==> config.mk <==
export PLATFORM = sky130hd
export DESIGN_NAME = interrupt_controller
export DESIGN_NICKNAME = d
export VERILOG_FILES = /design/src/rtl/intc_pkg.sv /design/src/rtl/irq_sync_edge.sv /design/src/rtl/interrupt_controller.sv
export SDC_FILE = /design/constraint.sdc
export NUM_CORES = 1
export LEC_CHECK = 0
export ABC_AREA = 1
export ABC_CLOCK_PERIOD_IN_PS = 1700
export CELL_PAD_IN_SITES_DETAIL_PLACEMENT = 0
export CELL_PAD_IN_SITES_GLOBAL_PLACEMENT = 1
export CORE_MARGIN = 1.5
export CORE_UTILIZATION = 25
export DETAILED_ROUTE_END_ITERATION = 8
export PLACE_DENSITY = 0.54
export SYNTH_ARGS = -nofsm -noshare
export SYNTH_HDL_FRONTEND = slang
export SYNTH_HIERARCHICAL = 1
export SYNTH_SLANG_ARGS = --single-unit
==> constraint.sdc <==
create_clock -name CLK -period 1.7 [get_ports CLK]
set_input_delay 0.34 -clock CLK [delete_from_list [all_inputs] [get_ports CLK]]
set_output_delay 0.34 -clock CLK [all_outputs]
set_load 0.05 [all_outputs]
==> src/rtl/intc_pkg.sv <==
// intc_pkg: shared constants and types for the interrupt controller.
//   - register offsets within the 4-entry IO window
//   - CAUSE_NONE, the CAUSE read value when no enabled source is pending
//   - intc_state_t, the request/holdoff FSM encoding
//   - lowest_set_idx(), the priority encoder behind the CAUSE register
package intc_pkg;

  localparam logic [1:0] OFS_PENDING = 2'd0;
  localparam logic [1:0] OFS_MASK    = 2'd1;
  localparam logic [1:0] OFS_CAUSE   = 2'd2;
  localparam logic [1:0] OFS_LEVEL   = 2'd3;

  localparam logic [7:0] CAUSE_NONE  = 8'hFF;

  typedef enum logic [1:0] {
    ST_IDLE,
    ST_REQ,
    ST_HOLDOFF
  } intc_state_t;

  // Index of the lowest set bit, or CAUSE_NONE when no bit is set.
  // Scanning from the top down means the last hit is the lowest index,
  // so source 0 has the highest priority.
  function automatic logic [7:0] lowest_set_idx(input logic [7:0] vec);
    logic [7:0] idx;
    idx = CAUSE_NONE;
    for (int i = 7; i >= 0; i--) begin
      if (vec[i]) idx = 8'(i);
    end
    return idx;
  endfunction

endpackage

==> src/rtl/irq_sync_edge.sv <==
// irq_sync_edge: per-source synchronizer chain plus rising-edge detect.
// Ports:
//   clk, rst_n   clock, asynchronous active-low reset
//   irq          asynchronous request lines (NUM_SRC bits)
//   sync_level   synchronized level, output of the last synchronizer flop
//   rise_pulse   one-cycle pulse when sync_level goes 0 -> 1
module irq_sync_edge #(
  parameter int NUM_SRC     = 8,
  parameter int SYNC_STAGES = 2
) (
  input  logic               clk,
  input  logic               rst_n,
  input  logic [NUM_SRC-1:0] irq,
  output logic [NUM_SRC-1:0] sync_level,
  output logic [NUM_SRC-1:0] rise_pulse
);

  logic [NUM_SRC-1:0] stage [SYNC_STAGES];
  logic [NUM_SRC-1:0] level_q;

  always_ff @(posedge clk or negedge rst_n) begin
    if (!rst_n) begin
      // NOTE: the synchronizer array is a handful of flops, not a RAM, so it
      // is reset element by element; a stale 1 here would fake a request.
      for (int i = 0; i < SYNC_STAGES; i++) stage[i] <= '0;
      level_q <= '0;
    end else begin
      // NOTE: non-blocking assignments make every stage sample the previous
      // stage's old value, which is what turns this loop into a shift chain.
      stage[0] <= irq;
      for (int i = 1; i < SYNC_STAGES; i++) stage[i] <= stage[i-1];
      level_q <= stage[SYNC_STAGES-1];
    end
  end

  assign sync_level = stage[SYNC_STAGES-1];
  assign rise_pulse = sync_level & ~level_q;

endmodule

==> src/rtl/interrupt_controller.sv <==
// interrupt_controller: latches peripheral interrupt requests as pending,
// masks them, and drives INTERRUPT to the control unit until software acks.
// Registers sit on the port-mapped IO bus at PORT_BASE..PORT_BASE+3:
//   +0 PENDING (read, W1C)  +1 MASK (R/W)  +2 CAUSE (RO)  +3 LEVEL / reserved
// Ports:
//   CLK, RESET_N   clock, asynchronous active-low reset
//   IRQ_IN         asynchronous active-high request lines
//   PORT_ID        IO address; OUT_PORT write data; IO_STRB write strobe
//   IN_PORT        combinational read data for the addressed register
//   IN_SEL         PORT_ID falls inside this block's 4-port window
//   INTERRUPT      registered request to the control unit
// Build option: define INTC_LEVEL_CFG_EN to make offset 3 a R/W LEVEL
// register selecting level-sensitive sources; otherwise offset 3 reads 0
// and every source is edge-triggered.
module interrupt_controller
  import intc_pkg::*;
#(
  parameter int         NUM_SRC     = 8,
  parameter logic [7:0] PORT_BASE   = 8'hF0,
  parameter int         SYNC_STAGES = 2
) (
  input  logic               CLK,
  input  logic               RESET_N,
  input  logic [NUM_SRC-1:0] IRQ_IN,
  input  logic [7:0]         PORT_ID,
  input  logic [7:0]         OUT_PORT,
  input  logic               IO_STRB,
  output logic [7:0]         IN_PORT,
  output logic               IN_SEL,
  output logic               INTERRUPT
);

  logic [NUM_SRC-1:0] sync_level;
  logic [NUM_SRC-1:0] rise_pulse;
  logic [NUM_SRC-1:0] pending;
  logic [NUM_SRC-1:0] mask;
  logic [NUM_SRC-1:0] level_cfg;
  logic [NUM_SRC-1:0] set_vec;
  logic [NUM_SRC-1:0] clr_vec;
  logic [1:0]         ofs;
  logic               wr_hit;
  logic               active;
  intc_state_t        state;

  irq_sync_edge #(
    .NUM_SRC     (NUM_SRC),
    .SYNC_STAGES (SYNC_STAGES)
  ) u_sync (
    .clk        (CLK),
    .rst_n      (RESET_N),
    .irq        (IRQ_IN),
    .sync_level (sync_level),
    .rise_pulse (rise_pulse)
  );

  // PORT_BASE is 4-aligned, so the window decode is just the upper 6 bits.
  assign IN_SEL = (PORT_ID[7:2] == PORT_BASE[7:2]);
  assign ofs    = PORT_ID[1:0];
  assign wr_hit = IO_STRB && IN_SEL;

`ifdef INTC_LEVEL_CFG_EN
  always_ff @(posedge CLK or negedge RESET_N) begin
    if (!RESET_N)                      level_cfg <= '0;
    else if (wr_hit && ofs == OFS_LEVEL) level_cfg <= OUT_PORT[NUM_SRC-1:0];
  end
`else
  assign level_cfg = '0;
`endif

  // Level-configured sources re-assert every cycle their line is high, which
  // is what makes a W1C ineffective until the peripheral drops the line.
  assign set_vec = rise_pulse | (level_cfg & sync_level);
  assign clr_vec = (wr_hit && ofs == OFS_PENDING) ? OUT_PORT[NUM_SRC-1:0] : '0;
  assign active  = |(pending & mask);

  always_ff @(posedge CLK or negedge RESET_N) begin
    if (!RESET_N) begin
      pending <= '0;
      mask    <= '0;
    end else begin
      // Set is OR-ed in after the clear so a new event never gets lost
      // to an ack that lands in the same cycle.
      pending <= (pending & ~clr_vec) | set_vec;
      if (wr_hit && ofs == OFS_MASK) mask <= OUT_PORT[NUM_SRC-1:0];
    end
  end

  always_comb begin
    // NOTE: default first so every path assigns IN_PORT and no latch forms.
    IN_PORT = '0;
    if (IN_SEL) begin
      case (ofs)
        OFS_PENDING: IN_PORT = 8'(pending);
        OFS_MASK:    IN_PORT = 8'(mask);
        OFS_CAUSE:   IN_PORT = lowest_set_idx(8'(pending & mask));
        default:     IN_PORT = 8'(level_cfg);
      endcase
    end
  end

  // INTERRUPT is registered alongside the state so it is glitch-free, and
  // the holdoff state forces a low cycle between back-to-back requests.
  always_ff @(posedge CLK or negedge RESET_N) begin
    if (!RESET_N) begin
      state     <= ST_IDLE;
      INTERRUPT <= 1'b0;
    end else begin
      case (state)
        ST_IDLE: begin
          if (active) begin
            state     <= ST_REQ;
            INTERRUPT <= 1'b1;
          end
        end
        ST_REQ: begin
          if (!active) begin
            state     <= ST_HOLDOFF;
            INTERRUPT <= 1'b0;
          end
        end
        ST_HOLDOFF: begin
          state     <= ST_IDLE;
          INTERRUPT <= 1'b0;
        end
        default: begin
          state     <= ST_IDLE;
          INTERRUPT <= 1'b0;
        end
      endcase
    end
  end

endmodule

# ---- Yosys cells after proc, flatten, opt, wreduce, memory -nomap -nowiden
# Index checks and enable logic that the tools add are counted.
dict set report classes {
  add_sub_neg 0
  mul 0
  div 0
  magnitude_cmp 0
  eq_ne 6
  shift 0
  n_mux 17
  bitwise 6
  reduce_logical 7
}
# op n
set ops {}
lappend ops {{two-way mux 8 bit} 10}
lappend ops {{bitwise AND 8 bit} 3}
lappend ops {{case mux 8 bit (3 select lines)} 1}
lappend ops {{NOT 8 bit} 2}
lappend ops {{bitwise OR 8 bit} 1}
lappend ops {{OR reduction 8 bit} 1}
lappend ops {{equality test 6 bit (second input constant)} 1}
lappend ops {{equality test 2 x 1 -> 1 bit (second input constant)} 2}
lappend ops {{logical NOT 2 bit} 2}
lappend ops {{two-way mux 2 bit} 2}
lappend ops {{inequality test 2 bit (second input constant)} 2}
lappend ops {{case mux 2 bit (2 select lines)} 1}
lappend ops {{logical AND 1 bit} 3}
lappend ops {{equality test 2 bit (second input constant)} 1}
lappend ops {{two-way mux 1 bit} 2}
lappend ops {{case mux 1 bit (2 select lines)} 1}
lappend ops {{AND reduction 2 bit} 1}
dict set report word_totals {
  reg_bits 43
  latchBits 0
  ram_bits 0
  rom_bits 0
  inputBits 27
  output_inout_bits 10
  elab_cells 43
  memories 0
}

# ---- Logic depth before layout (Yosys ltp)
# Gate-level depths: netlist of the first run.
dict set report logic_depth {
  ltp_word 11
  mapped_depth 9
  mapped_depth_nobuf 9
}

# ---- Hierarchy
# Netlist of the first run, hierarchy kept.
# mod n_inst cells_per_inst area_each_um2 seq_area_each_um2
set modules_own_cells {}
lappend modules_own_cells {interrupt_controller 1 140 1022.2 450.4}
lappend modules_own_cells {irq_sync_edge 1 48 740.7 600.6}

# ---- Least setup slack after synthesis of the first run
# No wires, ideal clock.
dict set report synth_timing {
  path_type {input to output}
  from {in PORT_ID[3]}
  to {out IN_PORT[3]}
  arrival_ps 2258
  t_required_ps 1360
  slack_ps -898
  stages 4
  n_path_buf 0
  path_cell_list {or2_1 > nor3_4 > o21ai_1 > a31oi_1}
}
dict set report synth_via {
  elab_chain_len 2
}
# item line
set synth_lines {}
lappend synth_lines {{start: declaration} interrupt_controller.sv:25} ;# input logic [7:0] PORT_ID,
lappend synth_lines {{equality test 6 bit} interrupt_controller.sv:57} ;# assign IN_SEL = (PORT_ID[7:2] == PORT_BASE[7:2]);
lappend synth_lines {{net IN_SEL} interrupt_controller.sv:29} ;# output logic IN_SEL,
lappend synth_lines {{two-way mux 8 bit} interrupt_controller.sv:91} ;# if (IN_SEL) begin
lappend synth_lines {{end: declaration} interrupt_controller.sv:28} ;# output logic [7:0] IN_PORT,
# The timed path passes the listed nets, and every way through them passes these cells.

# ---- Final worst setup path of the first run
dict set report layout_timing {
  from {reg mask[0]}
  to {out IN_PORT[3]}
}
dict set report layout_via {
  elab_chain_len 4
}
# item line
set layout_lines {}
lappend layout_lines {{start: declaration} interrupt_controller.sv:36} ;# logic [NUM_SRC-1:0] mask;
lappend layout_lines {{start signal: assignment} interrupt_controller.sv:84} ;# if (wr_hit && ofs == OFS_MASK) mask <= OUT_PORT[NUM_SRC-1:0];
lappend layout_lines {{bitwise AND 8 bit} interrupt_controller.sv:95} ;# OFS_CAUSE: IN_PORT = lowest_set_idx(8'(pending & mask));
lappend layout_lines {{two-way mux 8 bit} intc_pkg.sv:28} ;# if (vec[i]) idx = 8'(i);
lappend layout_lines {{case mux 8 bit (3 select lines)} interrupt_controller.sv:92} ;# case (ofs)
lappend layout_lines {{two-way mux 8 bit} interrupt_controller.sv:91}
# Every way passes these cells.

==> metrics.log, run 1 <==
INFO  metric final_period_minus_worst_setup_slack = 2010 ps
INFO  metric cts-buffers-inserted = 5
INFO  metric whs = 7.20 ps
INFO  metric setup_slack = -310 ps
INFO  metric die_y = 85.5 um
INFO  metric maximum_fanout_along_the_worst_path = 4
INFO  metric max_slew_violation_total_from_the_final_report = 0
INFO  metric routabilityCongestion = 0.740
INFO  metric timing_hold_violations_final = 0
INFO  metric grt_antenna_before_repair = 0
INFO  metric grt.overflow.total = 0
INFO  metric initial_core_util = 0.264
INFO  metric vias_per_cell = 4.12
INFO  metric synth.yosys.warnings = 6
INFO  metric cts.sinks = 42
INFO  metric area.growth.synth_to_final = 66.7%
INFO  metric timing.rr.start = mask[0]$_DFFE_PN0P_
INFO  metric via_count = 1401
INFO  metric grt_max_degree = 43
INFO  metric rows = 29
INFO  metric timing.critical_path.required = 1360 ps
INFO  metric worstReg2RegEnd = state[0]$_DFFE_PN0P_
INFO  metric met1_routed_wirelength_after_detailed_routing = 1.79 mm
INFO  metric highest_layer = met4
INFO  metric ioPinCount = 37
INFO  metric grt_pass1_vias = 1390
INFO  metric global_route.usage.total = 0.116
INFO  metric antennaDiodeCount = 0
INFO  metric cts_htree_levels = 2
INFO  metric postLayoutCoreUtil = 0.440
INFO  metric r2r_slack = -190 ps
INFO  metric ctsLongestPathBuffers = 2
INFO  metric post-dp-hpwl = 2.79 mm
INFO  metric drt_first_iter_violations = 32
INFO  metric cell_area_synth = 1700 um2
INFO  metric grt_pass1_wl = 6.52 mm
INFO  metric drc = 3
INFO  metric cap_viol_max_count = 0
INFO  metric critPathArrivalTime = 1670 ps
INFO  metric detail-route-antenna-nets = 0
INFO  metric worst_r2r_path_depth = 13
INFO  metric grt_setup_unrepaired = true
INFO  metric fp.dieArea = 7320 um2
INFO  metric run_status = finished, violations left
INFO  metric max_slew_margin = 0.847
INFO  metric clkSlewWorstSetupHoldPaths = 80 ps
INFO  metric cts_tree = built
INFO  metric wire_per_inst = 11.3 um
INFO  metric power_density = 729 nW/um2
INFO  metric syn-instance-count = 180
INFO  metric leakagePower = 1.30 nW
INFO  metric worst-setup-path-type = reg2out
INFO  metric timing.fmax = 0.498 GHz
INFO  metric finalClockSkew = 4.67 ps
INFO  metric cts_root_cell = clkbuf_8
INFO  metric io_buffer_count = 36
INFO  metric tightestPinTransition = 230 ps
INFO  metric setup_violations = 10
INFO  metric nNetsFinal = 289
INFO  metric synth_area_per_cell = 9.46 um2
INFO  metric post-route-period-util = 1.18
INFO  metric die_w = 85.5 um
INFO  metric startpoint_type = flip-flop
INFO  metric wl = 3.85 mm
INFO  metric end_kind = output pin
INFO  metric peak_ir_drop_on_the_vdd_network = 0.368 mV
INFO  metric worst_skew_pair.late_latency = 290 ps
INFO  metric syn-num-nets = 207
INFO  metric drt_pre_antenna_iters = 8
INFO  metric violations = design-rule violations, negative setup slack
INFO  metric hp-class = in2async
INFO  metric final_layout_size_suffix_gt1_frac = 0.388
INFO  metric core-area = 6460 um2
INFO  metric detailroute.wirelength.met3 = 166 um
INFO  metric met2RoutedLength = 1.86 mm
-- per-stage QoR --
step / instance area (um2) / TNS (ps) / cells / setup WS (ps) / power (mW)
2_1_floorplan: 1830 / -5920 / 180 / -539 / 1.24
3_3_place_gp: 2600 / -8270 / 319 / -474 / 1.40
3_5_place_dp: 2600 / -8130 / 319 / -479 / 1.40
4_1_cts: 2810 / -2940 / 338 / -379 / 2.11
5_1_grt: 2840 / -2990 / 340 / -399 / 2.18
6_report: 2840 / -2160 / 340 / -310 / 2.07
-- what timing repair did --
item,4_1_cts,5_1_grt
pin swaps,10,7
setup buffers,12,5
endpoints found under the hold margin,0,0
endpoints found under the setup margin,10,10
gates resized for setup,24,7
hold buffers,0,0
-- where the power goes --
group          internal (mW)  switching [mW]  leakage [nW]  total (mW)
Combinational          0.159           0.176         0.765       0.335
Sequential              1.05          0.0223         0.486        1.07
Clock                  0.326           0.334        0.0472       0.660
Total                   1.54           0.532          1.30        2.07
-- state kept, by name, summed over array words and instances (netlist names) --
name,flops
state,2
pending,8
u_sync/sync_level,8
u_sync/level_q,8
mask,8
u_sync/stage,8
-- cell usage in the layout (no fill, tap or decap), types with 2 or more instances in the layout --
master and n:
buf_6 4, a21oi_4 4, clkinv_2 2, a31oi_4 4, clkdlybuf4s50_1 17, nand3_1 6, buf_4 34, o21ai_2 8
nand2_2 7, buf_12 12, inv_1 32, clkbuf_8 6, dfrtp_1 42, nor2_2 10, dlygate4sd2_1 6, nor2_1 3
nand2_1 38, clkdlybuf4s15_1 2, o21ai_0 9
-- how the worst max path moves through the flow --
stage | startpoint | end | depth (start not counted)
after CTS | mask[0]$_DFFE_PN0P_ | IN_PORT[5] | 9
after floorplan | PORT_ID[3] | IN_PORT[3] | 4
after detailed placement | PORT_ID[1] | IN_PORT[3] | 9
after global routing | mask[0]$_DFFE_PN0P_ | IN_PORT[3] | 9
final | mask[0]$_DFFE_PN0P_ | IN_PORT[3] | 9
after global placement | PORT_ID[3] | IN_PORT[5] | 7
-- routing by layer --
layer | GRT usage | vias to the layer above
met1 | 0.152 | 649
met5 | 0 | -
met4 | 0.0484 | 0
met3 | 0.0289 | 2
met2 | 0.185 | 27
li1 | - | 723
-- critical path, stage by stage, from the launching register on --
cell and delay (ps):
dfrtp_1 390, nand2_2 90, inv_2 50, nor2_4 90, nand2_2 70, nor2_2 110
nand2_2 80, buf_6 150, a31oi_4 200, buf_12 150
-- layout make-up --
class	count	area, um2
fill	660	3620
sequential	42	1050
timing repair buffer	76	788
multi-input combinational	101	669
inverter	36	139
tap	77	96.3
clock buffer	6	82.6
clock inverter	2	12.5
No activity file was read; power rests on OpenSTA's default activity.
==> run 2: changes to the inputs <==
CORE_MARGIN = unset   (was 1.5)
==> run 2 against run 1 <==
Effect of this change:
- the run still ends with design-rule violations, negative setup slack left
- non-clock buffer count grew 2
- sequential cell count is the same
- first-iteration DRC count grew 63%
- fmax grew 1.0%
- cell area grew 0.79%
- sequential power is essentially flat
- critical path depth is the same
- sequential share of layout area shrank 0.29 points
- via count grew 2.0%
- global-route usage grew 0.69 points
- clock power is essentially flat
- worst hold slack lost 2.2 ps
- critical path type unchanged
- largest cell class unchanged
- largest power group unchanged
==> metrics.log, run 2 (synthesis results as in run 1) <==
INFO  metric timing_hold_violations_final = 0 (unchanged)
INFO  metric final_layout_size_suffix_gt1_frac = 0.400 (+0.0122)
INFO  metric initial_core_util = 0.264 (unchanged)
INFO  metric grt_max_degree = 43 (unchanged)
INFO  metric ioPinCount = 37 (unchanged)
INFO  metric setup_violations = 8 (-2)
INFO  metric grt_pass1_wl = 6.73 mm (+3.3%)
INFO  metric grt_setup_unrepaired = true
INFO  metric die_w = 84.5 um (-1.2%)
INFO  metric nNetsFinal = 291 (+0.69%)
INFO  metric startpoint_type = flip-flop
INFO  metric antennaDiodeCount = 0 (unchanged)
INFO  metric io_buffer_count = 36 (unchanged)
INFO  metric critical_path.slowest_cell = dfrtp_1
INFO  metric tightestPinTransition = 216 ps (-14.0 ps)
INFO  metric core-area = 6460 um2 (unchanged)
INFO  metric ctsLongestPathBuffers = 2 (unchanged)
INFO  metric wl = 3.85 mm (about the same)
INFO  metric via_count = 1429 (+2.0%)
INFO  metric grt.overflow.total = 0 (unchanged)
INFO  metric final_period_minus_worst_setup_slack = 1990 ps (-20.4 ps)
INFO  metric global_route.usage.total = 0.123 (+0.00685)
INFO  metric timing.fmax = 0.503 GHz (+1.0%)
INFO  metric timing.rr.start = pending[0]$_DFF_PN0_
INFO  metric peak_ir_drop_on_the_vdd_network = 0.340 mV (-7.6%)
INFO  metric clkSlewWorstSetupHoldPaths = 80 ps (about the same)
INFO  metric finalPower = 2.07 mW (+0.19%)
INFO  metric worstPathBufferInverterCount = 3 (unchanged)
INFO  metric critical-path-top-delay-family = simple AND/OR/NAND/NOR gates
INFO  metric setup.worst_path.start = pending[0]$_DFF_PN0_
INFO  metric post-dp-hpwl = 2.76 mm (-1.2%)
INFO  metric leakagePower = 1.31 nW (+1.2%)
INFO  metric critPathArrivalTime = 1650 ps (-20 ps)
INFO  metric grt_antenna_before_repair = 0 (unchanged)
INFO  metric post-route-period-util = 1.17 (-0.0120)
INFO  metric rows = 29 (unchanged)
INFO  metric worst_skew_pair.late_latency = 280 ps (about the same)
INFO  metric highest_layer = met4
INFO  metric critical-path-top-cell-by-count = nand2_2
INFO  metric wire_per_inst = 11.3 um (-0.51%)
INFO  metric vias_per_cell = 4.18 (+1.4%)
INFO  metric routabilityCongestion = 0.719 (-2.8%)
INFO  metric run_status = finished, violations left
INFO  metric power_density = 724 nW/um2 (-0.59%)
INFO  metric cts_htree_levels = 2 (unchanged)
INFO  metric drt_first_iter_violations = 52 (+63%)
INFO  metric dpl-instance-area = 2580 um2 (-0.48%)
INFO  metric commonest_cells_after_routing_fill_and_taps_aside = dfrtp_1 (42), nand2_1 (38), buf_4 (34)
INFO  metric crit_path_max_incr_delay = 400 ps (about the same)
INFO  metric met1_routed_wirelength_after_detailed_routing = 1.76 mm (-1.9%)
INFO  metric end_kind = output pin
INFO  metric finalClockSkew = 2.69 ps (-1.98 ps)
INFO  metric cts-buffers-inserted = 5 (unchanged)
INFO  metric worst-setup-path-type = reg2out
INFO  metric cap_viol_max_count = 0 (unchanged)
INFO  metric max_slew_violation_total_from_the_final_report = 0 (unchanged)
INFO  metric maximum_fanout_along_the_worst_path = 4 (unchanged)
INFO  metric die_y = 84.5 um (-1.2%)
INFO  metric met2RoutedLength = 1.86 mm (+0.43%)
INFO  metric mostFrequentLayoutCell = dfrtp_1
INFO  metric cts_tree = built
INFO  metric timing.critical_path.required = 1360 ps (about the same)
INFO  metric detail-route-antenna-nets = 0 (unchanged)
INFO  metric fillCellCount = 656 (-0.61%)
INFO  metric postCtsHoldBufs = 0 (unchanged)
INFO  metric drt_pre_antenna_iters = 6 (-2)
INFO  metric detailroute.wirelength.met3 = 170 um (+2.4%)
INFO  metric grt_pass1_vias = 1466 (+5.5%)
INFO  metric area.growth.synth_to_final = 68.0%
INFO  metric hp-class = in2async
INFO  metric violations = design-rule violations, negative setup slack
INFO  metric drc = 3 (unchanged)
INFO  metric cts.sinks = 42 (unchanged)
INFO  metric cp_cell_sequence = nand2_2 > inv_2 > nor2_4 > nand2_2 > nor2_4 > nand2_2 > buf_6 > a31oi_4 > buf_12
INFO  metric finalInstanceArea = 2860 um2 (+0.79%)
INFO  metric cts_root_cell = clkbuf_8
INFO  metric setup_slack = -289 ps (+20.4 ps)
INFO  metric max_slew_margin = 0.854 (+0.00781)
INFO  metric fp.dieArea = 7150 um2 (-2.3%)
## run 2: where the power goes
group | internal (mW) | switching, mW
Combinational | 0.163 | 0.179
Sequential | 1.05 | 0.0226
Clock | 0.328 | 0.329
## run 2: final cells by class
class / count / area (um2) / area share
clock buffers: 7 / 86.3 / 0.0302
clock inverters: 1 / 5.00 / 0.00175
inverters: 36 / 136 / 0.0477
multi-input cells: 101 / 681 / 0.238
flip-flops and latches: 42 / 1050 / 0.367
well taps: 77 / 96.3 / 0.0337
repair buffers: 78 / 806 / 0.282
## run 2: through the flow
step | hold slack, ps | setup WS (ps) | setup TNS (ps) | instances | util
after floorplan | 44.4 | -539 | -5920 | 180 | -
after global placement | 333 | -514 | -8770 | 319 | 0.400
after detailed placement | 332 | -515 | -8870 | 319 | 0.400
after CTS | 10.4 | -404 | -3270 | 345 | 0.441
after global routing | 23.5 | -395 | -2960 | 342 | 0.443
final | 5.03 | -289 | -2110 | 342 | 0.443
## run 2: final timing paths
| kind | slack [ps] | endpoint | cells after the start |
|---|---|---|---|
| max in group asynchronous | 1490 | state[1]$_DFFE_PN0P_ | 2 |
| min in group CLK | 350 | u_sync/sync_level[7]$_DFF_PN0_ | 0 |
| max reg2reg | 140 | state[0]$_DFFE_PN0P_ | 10 |
| min reg2reg | 350 | u_sync/sync_level[7]$_DFF_PN0_ | 0 |
| max | -290 | IN_PORT[3] | 9 |
| min | 5 | u_sync/stage[15]$_DFF_PN0_ | 2 |
## run 2: per-layer routing
metal,GRT usage,vias up
li1,-,722
met1,0.157,671
met2,0.203,32
met3,0.0285,4
met4,0.0462,0
met5,0,-
## run 2: repair_timing
| action | in CTS | in global routing |
|---|---|---|
| gates cloned | 0 | 0 |
| endpoints found under the setup margin | 17 | 10 |
| resized for setup | 22 | 14 |
| setup buffers | 20 | 3 |
| pin swaps | 12 | 11 |
==> run 3: changes to the inputs <==
HOLD_SLACK_MARGIN = 0.08   (was unset)
SLEW_MARGIN = 0   (was unset)
==> run 3 against run 2 <==
Effect of this change:
- the flow still finishes with violations (design-rule violations, negative setup slack)
- sequential power about the same
- global-route usage unchanged
- clock-buffer cell count unchanged
- worst hold slack better by 350 ps
- largest cell class unchanged
==> metrics.log, run 3 (synthesis results as in run 1) <==
INFO  metric area.growth.synth_to_final = 68.6%
INFO  metric cts_root_cell = clkbuf_8
INFO  metric drc = 3 (unchanged)
INFO  metric ctsLongestPathBuffers = 2 (unchanged)
INFO  metric post-dp-hpwl = 2.76 mm (unchanged)
INFO  metric clkSlewWorstSetupHoldPaths = 80 ps (about the same)
INFO  metric run_status = finished, violations left
INFO  metric grt_pass1_vias = 1468 (+0.14%)
INFO  metric rows = 29 (unchanged)
INFO  metric hp-class = reg2reg
INFO  metric grt_pass1_wl = 6.73 mm (unchanged)
INFO  metric die_w = 84.5 um (unchanged)
INFO  metric dpl-instance-area = 2580 um2 (unchanged)
INFO  metric violations = design-rule violations, negative setup slack
INFO  metric cts.sinks = 42 (unchanged)
INFO  metric initial_core_util = 0.264 (unchanged)
INFO  metric drt_first_iter_violations = 48 (-7.7%)
INFO  metric critical-path-top-cell-by-count = nand2_2
INFO  metric ioPinCount = 37 (unchanged)
INFO  metric grt.overflow.total = 0 (unchanged)
INFO  metric cap_viol_max_count = 0 (unchanged)
INFO  metric detail-route-antenna-nets = 0 (unchanged)
INFO  metric tightestPinTransition = 216 ps (-0.249 ps)
INFO  metric finalInstanceArea = 2870 um2 (+0.35%)
INFO  metric maximum_fanout_along_the_worst_path = 4 (unchanged)
INFO  metric final_layout_size_suffix_gt1_frac = 0.398 (-0.00150)
INFO  metric grt_antenna_before_repair = 0 (unchanged)
INFO  metric setup_violations = 8 (unchanged)
INFO  metric vias_per_cell = 4.18 (about the same)
INFO  metric placement.setup.worst_slack = -515 ps (unchanged)
INFO  metric critPathArrivalTime = 1650 ps (about the same)
INFO  metric timing.fmax = 0.503 GHz (about the same)
INFO  metric worst-setup-path-type = reg2out
INFO  metric wl = 3.85 mm (unchanged)
INFO  metric whs = 351 ps (+346 ps)
INFO  metric io_buffer_count = 36 (unchanged)
INFO  metric fp.dieArea = 7150 um2 (unchanged)
INFO  metric end_kind = output pin
INFO  metric drt_pre_antenna_iters = 6 (unchanged)
INFO  metric worstPathBufferInverterCount = 3 (unchanged)
INFO  metric die_y = 84.5 um (unchanged)
INFO  metric total_instance_count_after_detailed_placement = 319 (unchanged)
INFO  metric antennaDiodeCount = 0 (unchanged)
INFO  metric timing_hold_violations_final = 0 (unchanged)
INFO  metric leakagePower = 1.32 nW (+0.32%)
INFO  metric grt_setup_unrepaired = true
INFO  metric startpoint_type = flip-flop
INFO  metric mostFrequentLayoutCell = dfrtp_1
INFO  metric global_route.usage.total = 0.123 (unchanged)
INFO  metric groute.layer.met3.usage = 0.0285 (unchanged)
INFO  metric setup_slack = -289 ps (-0.117 ps)
INFO  metric crit_path_max_incr_delay = 400 ps (about the same)
INFO  metric finalClockSkew = 2.60 ps (-0.0949 ps)
INFO  metric fin_cells = 343 (+0.29%)
INFO  metric critical-path-top-delay-family = simple AND/OR/NAND/NOR gates
INFO  metric max_slew_margin = 0.855 (about the same)
INFO  metric peak_ir_drop_on_the_vdd_network = 0.340 mV (about the same)
INFO  metric power_density = 722 nW/um2 (-0.26%)
INFO  metric cts-buffers-inserted = 5 (unchanged)
INFO  metric grtUsageMet2 = 0.203 (unchanged)
INFO  metric worst_skew_pair.late_latency = 280 ps (about the same)
INFO  metric cts_tree = built
INFO  metric grt_busiest_layer = met2
INFO  metric final_period_minus_worst_setup_slack = 1990 ps (+0.117 ps)
INFO  metric cts_htree_levels = 2 (unchanged)
INFO  metric critical_path.slowest_cell = dfrtp_1
INFO  metric timing.critical_path.required = 1360 ps (about the same)
INFO  metric cp_cell_sequence = nand2_2 > inv_2 > nor2_4 > nand2_2 > nor2_4 > nand2_2 > buf_6 > a31oi_4 > buf_12
INFO  metric nNetsFinal = 292 (+0.34%)
INFO  metric via_count = 1434 (+0.35%)
INFO  metric use_met1 = 0.157 (unchanged)
INFO  metric routabilityCongestion = 0.719 (unchanged)
INFO  metric grt_max_degree = 43 (unchanged)
INFO  metric wire_per_inst = 11.2 um (-0.29%)
INFO  metric max_slew_violation_total_from_the_final_report = 0 (unchanged)
INFO  metric core-area = 6460 um2 (unchanged)
INFO  metric commonest_cells_after_routing_fill_and_taps_aside = dfrtp_1 (42), nand2_1 (38), buf_4 (34)
INFO  metric post-route-period-util = 1.17 (about the same)
INFO  metric fillCellCount = 655 (-0.15%)
run 3: changes by cell type in the layout (fill, tap and decap cells not counted), sizes merged:
cell	previous run	this run
dlygate4sd3	0	1
run 3: area by class of cell:
class	instances	area (um2)	share of cell area
Inverter	36	136	0.0475
Tap cell	77	96.3	0.0336
Clock inverter	1	5.00	0.00174
Timing Repair Buffer	79	816	0.284
Clock buffer	7	86.3	0.0301
Sequential cell	42	1050	0.366
Multi-Input combinational cell	101	681	0.237
run 3: metrics by stage:
step / util / TNS (ps) / power, mW
detailed placement: 0.400 / -8870 / 1.40
finish: 0.445 / -2110 / 2.07
floorplan: - / -5920 / 1.24
global placement: 0.400 / -8770 / 1.40
CTS: 0.443 / -3270 / 2.11
global route: 0.445 / -2960 / 2.19
run 3: worst paths after layout:
path | cells past startpoint | startpoint | to | slack (ps)
worst min register to register | 0 | u_sync/stage[15]$_DFF_PN0_ | u_sync/sync_level[7]$_DFF_PN0_ | 350
worst max-delay path | 9 | pending[0]$_DFF_PN0_ | IN_PORT[3] | -290
max in group asynchronous | 3 | RESET_N | state[1]$_DFFE_PN0P_ | 950
min in group asynchronous | 3 | RESET_N | u_sync/stage[15]$_DFF_PN0_ | 550
worst min-delay path | 0 | u_sync/stage[15]$_DFF_PN0_ | u_sync/sync_level[7]$_DFF_PN0_ | 350
worst max register to register | 10 | pending[0]$_DFF_PN0_ | state[0]$_DFFE_PN0P_ | 140
run 3: per-layer routing:
metal | part of all wire | vias to the layer above
met5 | 0 | -
met4 | 0.014 | 0
met3 | 0.044 | 4
met2 | 0.48 | 32
met1 | 0.46 | 674
li1 | - | 724
run 3: where the power goes:
group | internal [mW] | switching (mW)
combinational | 0.165 | 0.179
clock | 0.328 | 0.329
sequential | 1.05 | 0.0225
total | 1.54 | 0.531
run 3: worst register-to-register path: stages (launching register included):
cell and delay (ps):
dfrtp_1 370, nand2_2 80, buf_6 110, buf_4 120, buf_4 120, buf_4 120
buf_4 120, buf_4 120, buf_4 120, nand4_1 90, and2_1 140
run 3: what timing repair did:
item                       4_1_cts  5_1_grt
hold endpoints to repair        42        0
pin swaps                       12       11
resized for setup               22       14
setup buffers                   20        3
hold buffers                     1        0
setup endpoints to repair       17       10
